==> src/rtl/btn_pkg.sv <==
// Shared state encoding and default timing for the push-button conditioner.
// Default timing assumes a 50 MHz clock.
package btn_pkg;

  typedef enum logic [1:0] {
    IDLE         = 2'd0,
    PRESS_WAIT   = 2'd1,
    HELD         = 2'd2,
    RELEASE_WAIT = 2'd3
  } btn_state_e;

  // 20 ms debounce, 500 ms first repeat, 100 ms repeat period
  localparam int DEF_DEBOUNCE_CYCLES = 1_000_000;
  localparam int DEF_REPEAT_DELAY    = 25_000_000;
  localparam int DEF_REPEAT_PERIOD   = 5_000_000;
  localparam int DEF_CNT_W           = 25;

endpackage

==> src/rtl/btn_debounce_if.sv <==
// Button pad / conditioned-output bundle between the pad side and the debouncer.
interface btn_debounce_if;
  logic btn_raw;
  logic btn_level;
  logic press_pulse;
  logic release_pulse;

  modport master (output btn_raw, input btn_level, press_pulse, release_pulse);
  modport slave  (input btn_raw, output btn_level, press_pulse, release_pulse);
endinterface

==> src/rtl/sync_2ff.sv <==
// Generic two-flop synchroniser, asynchronous active-low reset to 0.
module sync_2ff (
  input  logic clk,
  input  logic rst_n,
  input  logic d,
  output logic q
);

  logic [1:0] vld_pipe;

  always_ff @(posedge clk or negedge rst_n) begin
    if (!rst_n) vld_pipe <= '0;
    else        vld_pipe <= {vld_pipe[0], d};
  end

  assign q = vld_pipe[1];

endmodule

==> src/rtl/btn_debounce.sv <==
// Push-button conditioner: synchroniser, debounce FSM, press/release strobes.
// Define BTN_REPEAT_EN to add auto-repeat press strobes while the button is held.
module btn_debounce
  import btn_pkg::*;
#(
  parameter int DEBOUNCE_CYCLES = DEF_DEBOUNCE_CYCLES,
  parameter int REPEAT_DELAY    = DEF_REPEAT_DELAY,
  parameter int REPEAT_PERIOD   = DEF_REPEAT_PERIOD,
  parameter int CNT_W           = DEF_CNT_W
) (
  input logic           clk,
  input logic           rst_n,
  btn_debounce_if.slave btn
);

  if (DEBOUNCE_CYCLES < 2 || DEBOUNCE_CYCLES > (1 << CNT_W) ||
      REPEAT_DELAY < 1 || REPEAT_DELAY > (1 << CNT_W) ||
      REPEAT_PERIOD < 1 || REPEAT_PERIOD > (1 << CNT_W)) begin : g_bad_cfg
    $error("btn_debounce: timing parameters do not fit CNT_W");
  end

  localparam logic [CNT_W-1:0] DB_LAST = CNT_W'(DEBOUNCE_CYCLES - 1);

  logic             btn_s;
  btn_state_e       state;
  logic [CNT_W-1:0] cnt;
  logic             level_q, press_q, rel_q;
  logic             rpt_fire;

  sync_2ff u_sync (
    .clk  (clk),
    .rst_n(rst_n),
    .d    (btn.btn_raw),
    .q    (btn_s)
  );

`ifdef BTN_REPEAT_EN
  logic [CNT_W-1:0] rpt_cnt;
  logic             rpt_first;

  // First terminal is REPEAT_DELAY, then REPEAT_PERIOD until HELD is left.
  assign rpt_fire = (state == HELD) && btn_s &&
                    (rpt_cnt == (rpt_first ? CNT_W'(REPEAT_DELAY - 1)
                                           : CNT_W'(REPEAT_PERIOD - 1)));

  always_ff @(posedge clk or negedge rst_n) begin
    if (!rst_n) begin
      rpt_cnt   <= '0;
      rpt_first <= 1'b1;
    end else if (state != HELD || !btn_s) begin
      rpt_cnt   <= '0;
      rpt_first <= 1'b1;
    end else if (rpt_fire) begin
      rpt_cnt   <= '0;
      rpt_first <= 1'b0;
    end else begin
      rpt_cnt   <= rpt_cnt + 1'b1;
    end
  end
`else
  assign rpt_fire = 1'b0;
`endif

  always_ff @(posedge clk or negedge rst_n) begin
    if (!rst_n) begin
      state   <= IDLE;
      cnt     <= '0;
      level_q <= 1'b0;
      press_q <= 1'b0;
      rel_q   <= 1'b0;
    end else begin
      press_q <= 1'b0;
      rel_q   <= 1'b0;
      unique case (state)
        IDLE: begin
          if (btn_s) begin
            state <= PRESS_WAIT;
            cnt   <= '0;
          end
        end
        PRESS_WAIT: begin
          if (!btn_s) begin
            state <= IDLE;
          end else if (cnt == DB_LAST) begin
            state   <= HELD;
            level_q <= 1'b1;
            press_q <= 1'b1;
          end else begin
            cnt <= cnt + 1'b1;
          end
        end
        HELD: begin
          if (!btn_s) begin
            state <= RELEASE_WAIT;
            cnt   <= '0;
          end else if (rpt_fire) begin
            press_q <= 1'b1;
          end
        end
        RELEASE_WAIT: begin
          // Bouncing back keeps the level high and restarts the hold phase.
          if (btn_s) begin
            state <= HELD;
          end else if (cnt == DB_LAST) begin
            state   <= IDLE;
            level_q <= 1'b0;
            rel_q   <= 1'b1;
          end else begin
            cnt <= cnt + 1'b1;
          end
        end
      endcase
    end
  end

  assign btn.btn_level     = level_q;
  assign btn.press_pulse   = press_q;
  assign btn.release_pulse = rel_q;

endmodule

==> src/flat_wrapper.sv <==
// flat-port wrapper written by rule: the top's interface ports become plain ports
module btn_debounce_flat import btn_pkg::*;
#(
  parameter int DEBOUNCE_CYCLES = DEF_DEBOUNCE_CYCLES,
  parameter int REPEAT_DELAY    = DEF_REPEAT_DELAY,
  parameter int REPEAT_PERIOD   = DEF_REPEAT_PERIOD,
  parameter int CNT_W           = DEF_CNT_W
)
  (clk, rst_n, btn_btn_raw, btn_btn_level, btn_press_pulse, btn_release_pulse);
  btn_debounce_if btn_i ();
  input logic clk;
  input logic rst_n;
  input wire logic [$bits(btn_i.btn_raw)-1:0] btn_btn_raw;
  output wire logic [$bits(btn_i.btn_level)-1:0] btn_btn_level;
  output wire logic [$bits(btn_i.press_pulse)-1:0] btn_press_pulse;
  output wire logic [$bits(btn_i.release_pulse)-1:0] btn_release_pulse;
  assign btn_i.btn_raw = btn_btn_raw;
  assign btn_btn_level = btn_i.btn_level;
  assign btn_press_pulse = btn_i.press_pulse;
  assign btn_release_pulse = btn_i.release_pulse;
  btn_debounce #(.DEBOUNCE_CYCLES(DEBOUNCE_CYCLES), .REPEAT_DELAY(REPEAT_DELAY), .REPEAT_PERIOD(REPEAT_PERIOD), .CNT_W(CNT_W)) u_core (.clk(clk), .rst_n(rst_n), .btn(btn_i));
endmodule
==> config.mk <==
export PLATFORM = sky130hd
export DESIGN_NAME = btn_debounce_flat
export DESIGN_NICKNAME = d
export VERILOG_FILES = /design/src/rtl/btn_pkg.sv /design/src/rtl/btn_debounce_if.sv /design/src/rtl/sync_2ff.sv /design/src/rtl/btn_debounce.sv /design/src/flat_wrapper.sv
export SDC_FILE = /design/constraint.sdc
export NUM_CORES = 1
export LEC_CHECK = 0
export ABC_CLOCK_PERIOD_IN_PS = 4200
export CAP_MARGIN = 20
export CORE_MARGIN = 5
export CORE_UTILIZATION = 58
export DETAILED_ROUTE_END_ITERATION = 7
export GPL_TIMING_DRIVEN = 1
export MAX_ROUTING_LAYER = met4
export PLACE_DENSITY = 0.75
export SLEW_MARGIN = 20
export SYNTH_ARGS = -nofsm -noshare
export SYNTH_HDL_FRONTEND = slang
export SYNTH_HIERARCHICAL = 1
export SYNTH_SLANG_ARGS = --single-unit
==> constraint.sdc <==
create_clock -name clk -period 4.2 [get_ports clk]
set_input_delay 0.63 -clock clk [delete_from_list [all_inputs] [get_ports clk]]
set_output_delay 0.63 -clock clk [all_outputs]
set_load 0.02 [all_outputs]
* Word-level counts from Yosys, hierarchy flattened
Cells that the tools add are included.
** Cells by class
- Add/subtract/negate cells :: 1
- Eq/ne operators :: 12
- Mux-type cells :: 23
- Reductions and logical operators :: 5
** Operators by type and width (number)
- $mux W25 :: 5
- $pmux W25 S4 :: 1
- $add A25 B1 Y25 const B :: 1
- $eq A25 B20 Y1 const B :: 1
- $mux W2 :: 6
- $mux W1 :: 9
- $ne A2 B2 Y1 const B :: 4
- $pmux W2 S4 :: 1
- $reduce_and A4 Y1 :: 2
- $ne A3 B2 Y1 const B :: 2
- $reduce_and A5 Y1 :: 1
- $eq A2 B2 Y1 const B :: 2
- $ne A2 B1 Y1 const B :: 2
- $eq A2 B1 Y1 const B :: 1
- $logic_not A2 Y1 :: 1
- $pmux W1 S2 :: 1
- $reduce_bool A2 Y1 :: 1
** Word-level totals
- Bits in registers :: 32
- Input port bits :: 3
- Output and inout bits :: 3
- Word-level logic and storage cells :: 47

* Depth between registers and ports, before layout
- Word-level depth :: 4
- Gate-level depth with buffers :: 8

* Hierarchy
The synthesis kept the hierarchy.
** Modules (own cells, without submodules)
- btn_debounce :: instances 1, cells an instance 193, area an instance 1752.9 µm², sequential area each 750.7 µm²
- sync_2ff :: instances 1, cells an instance 2, area an instance 50.0 µm², sequential area each 50.0 µm²

* Least setup slack after synthesis
OpenSTA, ideal clock, no wires.
- Kind :: flip-flop to flip-flop
- Start :: register u_core.cnt[0]
- End :: register u_core.cnt[18]
- Library setup time :: 69 ps
- Data arrival time :: 1857 ps
- Path slack :: 2273 ps
- Stages on the path, launching flop included :: 7
- Path buffers :: 0
- Period minus slack after synthesis :: 1927 ps
- Path through :: dfrtp_1 ha_1 nand3_1 nor4_2 nand3_1 or4_1 nand3_1
** Between the ends
- Cells in the longest elaborated chain, start to end :: 4
- Elaborated cells between the ends (all ways) :: 6
** Ends and longest elaborated chain
- from (decl) :: RTL line btn_debounce.sv:26 : logic [CNT_W-1:0] cnt;
- from (signal assigned) :: RTL line btn_debounce.sv:89 : cnt <= cnt + 1'b1;
- from (signal assigned) :: RTL line btn_debounce.sv:109 : cnt <= cnt + 1'b1;
- $add A25 B1 Y25 or $eq A25 B20 Y1 (tied branches)
- $mux W25 * :: RTL line btn_debounce.sv:84, btn_debounce.sv:104
- $mux W25 (on tied branches) :: RTL line btn_debounce.sv:102, btn_debounce.sv:82
- $pmux W25 S4 * :: RTL line btn_debounce.sv:74 : unique case (state)
Every way passes the cells marked *; elsewhere a longest branch is shown, timed or not. The select of a mux whose other input is x is not followed.
A chain may end at the register's enable or synchronous reset.

* Worst setup path in the final report
- Start :: register u_core.state[0]
- End :: register u_core.cnt[9]
** Between the ends
- Cells in the longest elaborated chain, start to end :: 3
- Elaborated cells between the ends (all ways) :: 10
** Ends and longest elaborated chain
- from (decl) :: RTL line btn_debounce.sv:25 : btn_state_e state;
- from (signal assigned) :: RTL line btn_debounce.sv:66 : state <= IDLE;
- from (signal assigned) :: RTL line btn_debounce.sv:77 : state <= PRESS_WAIT;
- from (signal assigned) :: RTL line btn_debounce.sv:83 : state <= IDLE;
- $eq A2 B2 Y1, or another cell as far along :: RTL line btn_debounce.sv:74
- $ne A2 B2 Y1 (no line)
- $reduce_and A4 Y1 (no line)
Several ways; a longest one is shown, not always the timed one.

==> results by group <==
Status
  • Outcome: completed

Detailed routing
  • Vias per cell: 6.42
  • DRT antenna net count: 0
  • DRT Pass-1 Iters: 4
  • DR WL/cell: between 15 and 20 µm
  • Initial drt markers: between 80 and 90
  • Post-route DRC: 0
  • Post-Route WL: roughly 3800 µm
  • Via count: 1,566

Logic synthesis
  • Most common cell in the synthesized netlist: dfrtp_1
  • EDFF count, synth: 0
  • Register area share after synthesis: 0.444
  • Area leader, netlist: dfrtp_1
  • Synthesized area per cell: between 9 and 10 µm²
  • Synthesized Nets: roughly 200
  • Top_reg_cell synth: dfrtp_1
  • Synth unique cells: 40
  • Yosys warning count: 6
  • Synth Cell Area: around 1800 µm²
  • FF+latch count, synth: 32
  • Post-synth top area share: 0.444
  • Synth top cells by count: dfrtp_1 (32), nand2_1 (26), nand3_1 (18)
  • Post-synth ARST share: 1.00
  • Top post-synthesis cells by area: dfrtp_1 (44%), nand2_1 (5.4%), nand3_1 (5.0%)
  • Synth Instances: slightly below 200

Place
  • GP Congestion: between 0.8 and 0.9
  • Dpl ws: between 1 and 1.5 ns
  • IO buf count: 5
  • DP HPWL: around 2600 µm

CTS
  • CTS Root Cell: clkbuf_4
  • TritonCTS buffer count: 5
  • Cts hold-fix bufs: 0
  • # resized after CTS: 0
  • TritonCTS clock tree: built
  • Post-CTS Setup Bufs: 0
  • Buffer depth of the longest clock path: 2
  • # clock sinks: 32
  • H-tree depth: 2
  • Skew-Pair Late Insertion Delay: 0.33 ns
  • Clk pin slew, worst setup/hold paths: roughly 0.090 ns

Die
  • Die Wd: approximately 66 µm
  • Row Count: 20
  • Core Area: approximately 3000 µm²
  • Initial core utilization: 0.595
  • Full die area: 4320 µm²
  • IO Pins: 6
  • Die Span Y: between 60 and 70 µm

Worst setup path
  • CP max stage cell: dfrtp_1
  • Critical Path AT: 3.18 ns
  • Crit path max fanout: 19
  • Crit path kind: register to register
  • CP Launch Type: register
  • CP max stage delay: between 0.7 and 0.8 ns
  • R2R cell count: 6
  • Crit path cell chain: inv_4 -> or3_4 -> o41ai_4 -> buf_4 -> nor4_1 -> a311o_1
  • CP Data Required Time: roughly 4.4 ns
  • CP endpoint kind: register

Global route
  • Total track usage: 0.198
  • Remaining Overflow, GRT: 0
  • First-pass GRT wire length: approximately 6500 µm
  • Largest net degree at the start of global routing: 33
  • Initial antenna violation count: 0
  • Number of global-route vias before repair: approximately 1.4k

Pwr
  • Clock network power share: 0.376
  • Internal power: 456 µW
  • Switching power: approximately 140 µW
  • Maximum vdd ir drop: roughly 240 µV
  • Logic pwr share: 0.064
  • Pleak: about 0.00082 µW
  • Sequential fraction of design power: 0.560
  • Sw frac: 0.239
  • Power Dens Cells: 310 nW/µm²

STA
  • Slew Viols, Final: 0
  • PnR worst setup slack: approximately 1.2 ns
  • Final setup vio count: 0
  • Skew final: roughly 0.011 ns
  • Slew headroom: 0.496
  • Setup TNS: 0 ns
  • Least-Margin Pin Slew: between 0.7 and 0.8 ns
  • Fmax: approximately 0.34 GHz
  • Min cycle time layout: 2.97 ns
  • RSZ-0062 raised after global routing: false
  • Minimum hold slack: roughly 0.38 ns
  • Final worst-path cycle share: 0.707
  • Hold Vio Cnt, Final: 0

Finish
  • Share of cells above drive strength 1: 0.0750
  • Area grow syn2layout: 7.36%
  • Fin nets: just over 200
  • ANT cells: 0

Worst hold path
  • Type of the worst min-delay path: register to register
  • Hold depth: 0

Run
  • Max-cap check violation count: 0
[layout by cell type, fill, tap and decap left out, drive strengths merged, types with 4 or more instances in the layout]
| cell type | count |
|---|---|
| clkbuf | 6 |
| clkdlybuf4s50 | 5 |
| nand4 | 8 |
| mux2i | 8 |
| and2 | 6 |
| nor2 | 14 |
| nand2 | 26 |
| dfrtp | 32 |
| and3 | 5 |
| nor3 | 5 |
| a22o | 4 |
| o21ai | 13 |
| nor4 | 9 |
| nand3 | 18 |
| inv | 4 |
| o41ai | 6 |
[final timing paths]
kind / slack [ns] / start / endpoint
max in group asynchronous: 3.22 / rst_n / u_core/cnt[21]$_DFFE_PN0P_
hold / removal: 0.38 / u_core/u_sync/vld_pipe[0]$_DFF_PN0_ / u_core/u_sync/vld_pipe[1]$_DFF_PN0_
setup reg to reg: 1.23 / u_core/state[0]$_DFFE_PN0P_ / u_core/cnt[9]$_DFFE_PN0P_
setup / recovery: 1.23 / u_core/state[0]$_DFFE_PN0P_ / u_core/cnt[9]$_DFFE_PN0P_
hold reg to reg: 0.38 / u_core/u_sync/vld_pipe[0]$_DFF_PN0_ / u_core/u_sync/vld_pipe[1]$_DFF_PN0_
min in group asynchronous: 0.69 / rst_n / u_core/cnt[5]$_DFFE_PN0P_
[area by class of cell]
type,instances,area (µm²)
Clock buffer,6,41.3
Tap cell,44,55.1
Multi-Input combinational cell,148,913
Sequential cell,32,801
Inverter,4,17.5
Timing Repair Buffer,8,72.6
Clock inverter,2,35.0
Fill cell,251,1090
[critical path, delay by kind of cell, from the launching register on]
kind / cells / cell delay (ns)
AOI/OAI and AO/OA: 2 / 1.01
buffers and inverters: 2 / 0.54
DFF: 1 / 0.78
and+or+nand+nor: 2 / 0.53
[flip-flops by register name (all words and copies together) (netlist names), named ones only]
signal                    flops
u_core/btn.btn_level          1
u_core/btn.press_pulse        1
u_core/btn.release_pulse      1
u_core/cnt                   25
u_core/state                  1
u_core/u_sync/vld_pipe        2
[per-layer routing]
metal,GRT usage,vias to the layer above,share of wire
li1,-,740,-
met1,0.261,760,0.45
met2,0.303,62,0.48
met3,0.0530,4,0.061
met4,0.0492,0,0.0061
met5,-,-,0
[metrics by stage]
stage                     power (µW)  cell area (µm²)  utilization  std cells
after floorplan                  367             1800            -        195
after global placement           377             1860        0.614        236
after detailed placement         380             1860        0.614        236
after CTS                        608             1940        0.639        244
after global routing             633             1940        0.639        244
final                            600             1940        0.639        244
[power by group through the flow]
stage | sequential (µW) | clock (µW) | combinational [µW]
final | 336 | 225 | 38.3
after detailed placement | 341 | 0 | 38.7
after global routing | 337 | 252 | 43.9
after global placement | 340 | 0 | 37.6
after floorplan | 327 | 0 | 40.3
after CTS | 335 | 235 | 38.8
[cell families after synthesis]
family          Yosys count  share of synthesized area
xor+xnor                  2                    0.00972
compound gates           37                      0.155
flops                    32                      0.444
mux                       8                     0.0444
buf+inv                  15                     0.0493
simple gates            100                      0.290
fa+ha+maj                 1                    0.00694
Power figures use the tool's default switching activity.
